## src/rtl/ready_skid_register.sv

```systemverilog
// Fully registered valid/ready pipeline stage.
// Main register feeds the output, skid absorbs one beat of backpressure.
module ready_skid_register #(
  parameter type T      = logic,
  parameter bit  Bypass = 1'b0
) (
  input  logic clk_i,
  input  logic rst_ni,
  input  logic flush_i,
  input  logic valid_i,
  output logic ready_o,
  input  T     data_i,
  output logic valid_o,
  input  logic ready_i,
  output T     data_o
);

  if (Bypass) begin : g_bypass
    assign valid_o = valid_i;
    assign ready_o = ready_i;
    assign data_o  = data_i;

    logic unused;
    assign unused = clk_i ^ rst_ni ^ flush_i;
  end else begin : g_skid
    typedef enum logic [1:0] {
      EMPTY = 2'd0,
      BUSY  = 2'd1,
      FULL  = 2'd2
    } state_e;

    state_e state_q, state_d;
    T       main_q, main_d;
    T       skid_q, skid_d;
    logic   in_fire;
    logic   out_fire;

    assign valid_o  = (state_q != EMPTY);
    assign ready_o  = (state_q != FULL);
    assign data_o   = main_q;
    assign in_fire  = valid_i & ready_o;
    assign out_fire = valid_o & ready_i;

    // Next state and register loads; flush drops everything
    always_comb begin
      state_d = state_q;
      main_d  = main_q;
      skid_d  = skid_q;
      unique case (state_q)
        EMPTY: begin
          if (in_fire) begin
            main_d  = data_i;
            state_d = BUSY;
          end
        end
        BUSY: begin
          if (in_fire && out_fire) begin
            main_d = data_i;
          end else if (in_fire) begin
            skid_d  = data_i;
            state_d = FULL;
          end else if (out_fire) begin
            state_d = EMPTY;
          end
        end
        FULL: begin
          if (out_fire) begin
            main_d  = skid_q;
            state_d = BUSY;
          end
        end
        default: state_d = EMPTY;
      endcase
      if (flush_i) begin
        state_d = EMPTY;
        main_d  = main_q;
        skid_d  = skid_q;
      end
    end

    // State and storage registers
    always_ff @(posedge clk_i or negedge rst_ni) begin
      if (!rst_ni) begin
        state_q <= EMPTY;
        main_q  <= '0;
        skid_q  <= '0;
      end else begin
        state_q <= state_d;
        main_q  <= main_d;
        skid_q  <= skid_d;
      end
    end
  end

endmodule

```

## config.mk

```make
export PLATFORM = sky130hd
export DESIGN_NAME = ready_skid_register
export DESIGN_NICKNAME = d
export VERILOG_FILES = /design/src/rtl/ready_skid_register.sv
export SDC_FILE = /design/constraint.sdc
export NUM_CORES = 1
export LEC_CHECK = 0
export CORE_AREA = 5 5 42 44
export CTS_BUF_LIST = sky130_fd_sc_hd__clkbuf_8 sky130_fd_sc_hd__clkbuf_16
export CTS_CLUSTER_DIAMETER = 60
export DETAILED_ROUTE_END_ITERATION = 12
export DIE_AREA = 0 0 47 49
export PLACE_DENSITY_LB_ADDON = 0.08
export SYNTH_ARGS = -nofsm -noshare
export SYNTH_HDL_FRONTEND = slang
export SYNTH_SLANG_ARGS = --single-unit
```

## constraint.sdc

```tcl
create_clock -name clk_i -period 1.9 [get_ports clk_i]
set_input_delay 0.285 -clock clk_i [delete_from_list [all_inputs] [get_ports clk_i]]
set_output_delay 0.285 -clock clk_i [all_outputs]
set_load 0.03 [all_outputs]
```

* Word-level counts from Yosys, hierarchy flattened
Index checks and enable logic that the tools add are counted.
** Storage, ports and cells
- Register bits :: 4
- Input port bits :: 6
- Logic and storage cells :: 35
** Operators by class
- Eq/ne operators :: 10
- Muxes and demuxes :: 11
- Bitwise gates (word level) :: 4
- Reduce and logical (&&, ||, !) cells :: 7
** Operator list (count)
- 2-to-1 mux 2 bit :: 6
- inequality test 3 bit, second input constant :: 3
- inequality test 2 bit, second input constant :: 4
- AND reduction 4 bit :: 2
- case mux 2 bit (3 select lines) :: 1
- AND reduction 5 bit :: 1
- inequality test 4 bit, second input constant :: 1
- 2-to-1 mux 1 bit :: 3
- case mux 1 bit (3 select lines) :: 1
- nonzero test 3 bit :: 1
- bitwise AND 1 bit :: 2
- == test 2 x 1 -> 1 bit, second input constant :: 1
- == test 2 bit, second input constant :: 1
- logical NOT 2 bit :: 1
- inverter 1 bit :: 2
- nonzero test 2 bit :: 1
- logical AND 1 bit :: 1

* Logic depth before layout (Yosys ltp)
- Word-level depth :: 7
- Depth in mapped cells :: 3

* Worst setup path before layout
Ideal clock, no wire load.
- Path kind :: reg-to-reg
- From :: reg g_skid.state_q[0]
- To :: reg g_skid.main_q, in the netlist data_o
- Setup time :: 125 ps
- Data arrival time :: 1347 ps
- Data required time :: 1775 ps
- Path slack :: 428 ps
- Cell stages (with the launch flop) :: 4
- Path buffers :: 0
- Cell sequence :: dfrtp_1 nand2b_1 mux2_4 mux2_4
** On the way
- Cells in the longest elaborated chain, start to end :: 5
** Ends and longest elaborated chain
- start, declared :: RTL line 32 : state_e state_q, state_d;
- start signal, assigned :: RTL line 88 : state_q <= state_d;
- inequality test 2 bit * :: RTL line 39 : assign ready_o = (state_q != FULL);
- net ready_o :: RTL line 11 : output logic ready_o,
- bitwise AND 1 bit * :: RTL line 41 : assign in_fire = valid_i & ready_o;
- logical AND 1 bit :: RTL line 57 : if (in_fire && out_fire) begin
- inequality test 2 bit (no source line)
- AND reduction 5 bit (no source line) *
- end signal, assigned :: RTL line 89 : main_q <= main_d;
- end, declared :: RTL line 33 : T main_q, main_d;
The timed path passes the listed nets; every way through them passes the cells marked *.
A chain may end at the register's enable or synchronous reset.

* Worst setup path in the final report
- From :: reg g_skid.state_q[0]
- To :: out valid_o
** On the way
- Cells in the longest elaborated chain, start to end :: 1
** Ends and longest elaborated chain
- nonzero test 2 bit :: RTL line 38 : assign valid_o = (state_q != EMPTY);
- end, declared :: RTL line 13 : output logic valid_o,
No other way between the ends.

==> impl_metrics.env <==
export IMPL_status="completed"
export IMPL_cts_buffers=3
export IMPL_grt_pass1_wl_um=966
export IMPL_antenna_found_initial=0
export IMPL_ys_warn_count=0
export IMPL_critical_path_slowest_cell="clkdlybuf4s50_1"
export IMPL_clockBufferDepth=2
export IMPL_cts_resized_gates=0
export IMPL_worst_slew_pin_slew_ns=0.3072
export IMPL_grt_util_all_layers_pct=6.493
export IMPL_reg2reg_from="g_skid.state_q[0]$_DFFE_PN0P_"
export IMPL_grt_ovfl_total=0
export IMPL_fp_coreArea_mm2=0.001401
export IMPL_tns_ns=0
export IMPL_place_ws_ns=0.2798
export IMPL_clock_fmax_mhz=543.6
export IMPL_cts_num_sinks=4
export IMPL_synth_seq_area_share_pct=40.82
export IMPL_clk_pin_slew_worst_paths_ns=0.04
export IMPL_ctsHoldBuffers=0
export IMPL_postSynthCellCount=22
export IMPL_finalHoldViolations=0
export IMPL_fin_crit_ns=1.840
export IMPL_h_tree_depth=1
export IMPL_synth_cell_type_count=16
export IMPL_pin_count=9
export IMPL_crit_path_end_kind="primary output"
export IMPL_ant_nets=0
export IMPL_skew_ns=0.006385
export IMPL_port_buffers=8
export IMPL_rsz0062_at_grt="no"
export IMPL_grt_start_max_net_pins=8
export IMPL_dr_wl_met3_um=78
export IMPL_hold_path_class="input pin to async pin"
export IMPL_period_share_pct=96.83
export IMPL_drc_errors=0
export IMPL_first_global_vias=230
export IMPL_highest_layer="met4"
export IMPL_avgRoutedWirePerCell_um=11.82
export IMPL_crit_path_cell_trace="or2_2 -> clkdlybuf4s50_1"
export IMPL_synth_top_cell_by_area="dfrtp_1"
export IMPL_met1_length_um=257
export IMPL_setup_violations=0
export IMPL_n_antenna_cell=0
export IMPL_cts_setup_buffers=0
export IMPL_layout_commonest_cell="clkdlybuf4s50_1"
export IMPL_timing_hold_ws_ns=0.2706
export IMPL_drtPass1Iterations=1
export IMPL_drive_gt1_share_pct=27.27
export IMPL_crit_family="buffers and inverters"
export IMPL_vdd_drop_max_uv=298.2
export IMPL_insertion_delay_ns=0.22
export IMPL_gp_congestion=0.7041
export IMPL_start_util_pct=17.50
export IMPL_crit_required_ns=1.62
export IMPL_layout_common_cells="clkdlybuf4s50_1, dfrtp_1, clkbuf_8"
export IMPL_fp_dieH_um=49
export IMPL_ff2ff_path_depth=3
export IMPL_drv_cap=0
export IMPL_worstReg2RegEnd="data_o$_DFFE_PN0P_"
export IMPL_totalPowerFinal_uw=370.4
export IMPL_instances_no_fill=49
export IMPL_slowest_delay_ns=0.59
export IMPL_cp_buffers_inverters=1
export IMPL_worstPathMaxFanout=7
export IMPL_place_inst=46
export IMPL_critPathArrivalTime_ns=1.55
export IMPL_routed_wirelength_um=579
export IMPL_die_area_mm2=0.002303
export IMPL_slew_headroom_pct=79.46
export IMPL_finalWorstSetupSlack_ns=0.06025
export IMPL_syn_to_final_growth_pct=57.65
export IMPL_placementRows=14
export IMPL_dr_total_vias=203
export IMPL_cts_tree="done"
export IMPL_synth_top_area_share_pct=40.82
export IMPL_clockRootBuffer="clkbuf_8"
export IMPL_p_per_area_mw_per_mm2=958.1
export IMPL_wl_met2_um=217
export IMPL_vias_per_cell=4.143
export IMPL_syn_cell_area_um2=245.2
export IMPL_drt_initial_drc_count=0
export IMPL_cellLeakagePower_uw=0.0001582
export IMPL_syn_area_per_cell_um2=11.15
export IMPL_path_class="flop to primary output"
export IMPL_die_x_um=47
export IMPL_synth_seq_cells=4
export IMPL_rrSetupSlack_ns=0.57
export IMPL_start_kind="flop"
export IMPL_ys_top_cells_by_area="dfrtp_1, mux2_4, o31ai_2"
export IMPL_final_nets=41
export IMPL_syn_num_nets=28
export IMPL_slew_viol_final=0
==> where the power goes <==
group / internal (µW) / total [µW] / leakage, µW / switching [µW]
combinational: 44.3 / 77.5 / 0.0000860 / 33.3
clock: 135 / 184 / 0.0000216 / 48.6
sequential: 98.9 / 109 / 0.0000506 / 9.93
total: 279 / 370 / 0.000158 / 91.8
==> worst max path at each step <==
stage,start,slack [ns],cells after the start,to
2_1_floorplan,g_skid.state_q[0]$_DFFE_PN0P_,0.43,3,data_o$_DFFE_PN0P_
3_3_place_gp,g_skid.state_q[0]$_DFFE_PN0P_,0.28,2,ready_o
3_5_place_dp,ready_i,0.28,4,data_o$_DFFE_PN0P_
4_1_cts,g_skid.state_q[0]$_DFFE_PN0P_,0.05,2,valid_o
5_1_grt,g_skid.state_q[0]$_DFFE_PN0P_,0.01,2,ready_o
6_report,g_skid.state_q[0]$_DFFE_PN0P_,0.06,2,valid_o
==> synth_stat cells <==
master,n
o31ai_2,1
nand4bb_1,1
mux2_2,1
a21boi_0,1
mux2_4,2
a21oi_1,1
nand2b_1,1
o21ba_2,1
or3b_1,1
nor2_1,2
or2_2,1
nor2b_1,1
nand2_1,2
dfrtp_1,4
nand3_1,1
mux2i_1,1
==> final cells by class <==
class | instances | area, µm²
repair buffers | 8 | 80.08
fillers | 148 | 1015
clock buffers | 3 | 41.29
multi-input cells | 18 | 145.1
well taps | 16 | 20.02
flip-flops and latches | 4 | 100.1
==> worst reg2reg max path: cells and delay by family, from the launching register on <==
kind,cells,cell delay [ns]
simple gates,1,0.22
flops,1,0.43
mux,2,0.56
==> per-stage QoR <==
step	utilization, %	cell area, µm²
final	27.59	386.6
after global routing	27.59	386.6
after CTS	27.59	386.6
after detailed placement	24.64	345.3
after global placement	24.64	345.3
after floorplan	-	245.2
==> logic make-up (layout without fill, tap and decap cells) <==
family	after synthesis	after routing	share of synthesized area, %
AND/OR/NAND/NOR	10	10	23.99
flip-flops	4	4	40.82
multiplexers	4	4	20.92
buffers and inverters	0	11	0
AO/OA/AOI/OAI	4	4	14.28
==> layer usage <==
| metal | track usage [%] | up-vias |
|---|---|---|
| li1 | - | 102 |
| met1 | 7.301 | 88 |
| met2 | 7.014 | 9 |
| met3 | 5.904 | 4 |
| met4 | 5.530 | 0 |
| met5 | 0 | - |
==> sequential cells by signal (all words and copies together), names as in the netlist <==
signal and count:
data_o 1, g_skid.state_q 2, g_skid.skid_q 1
Note: power is estimated with default switching activity, not from simulation.
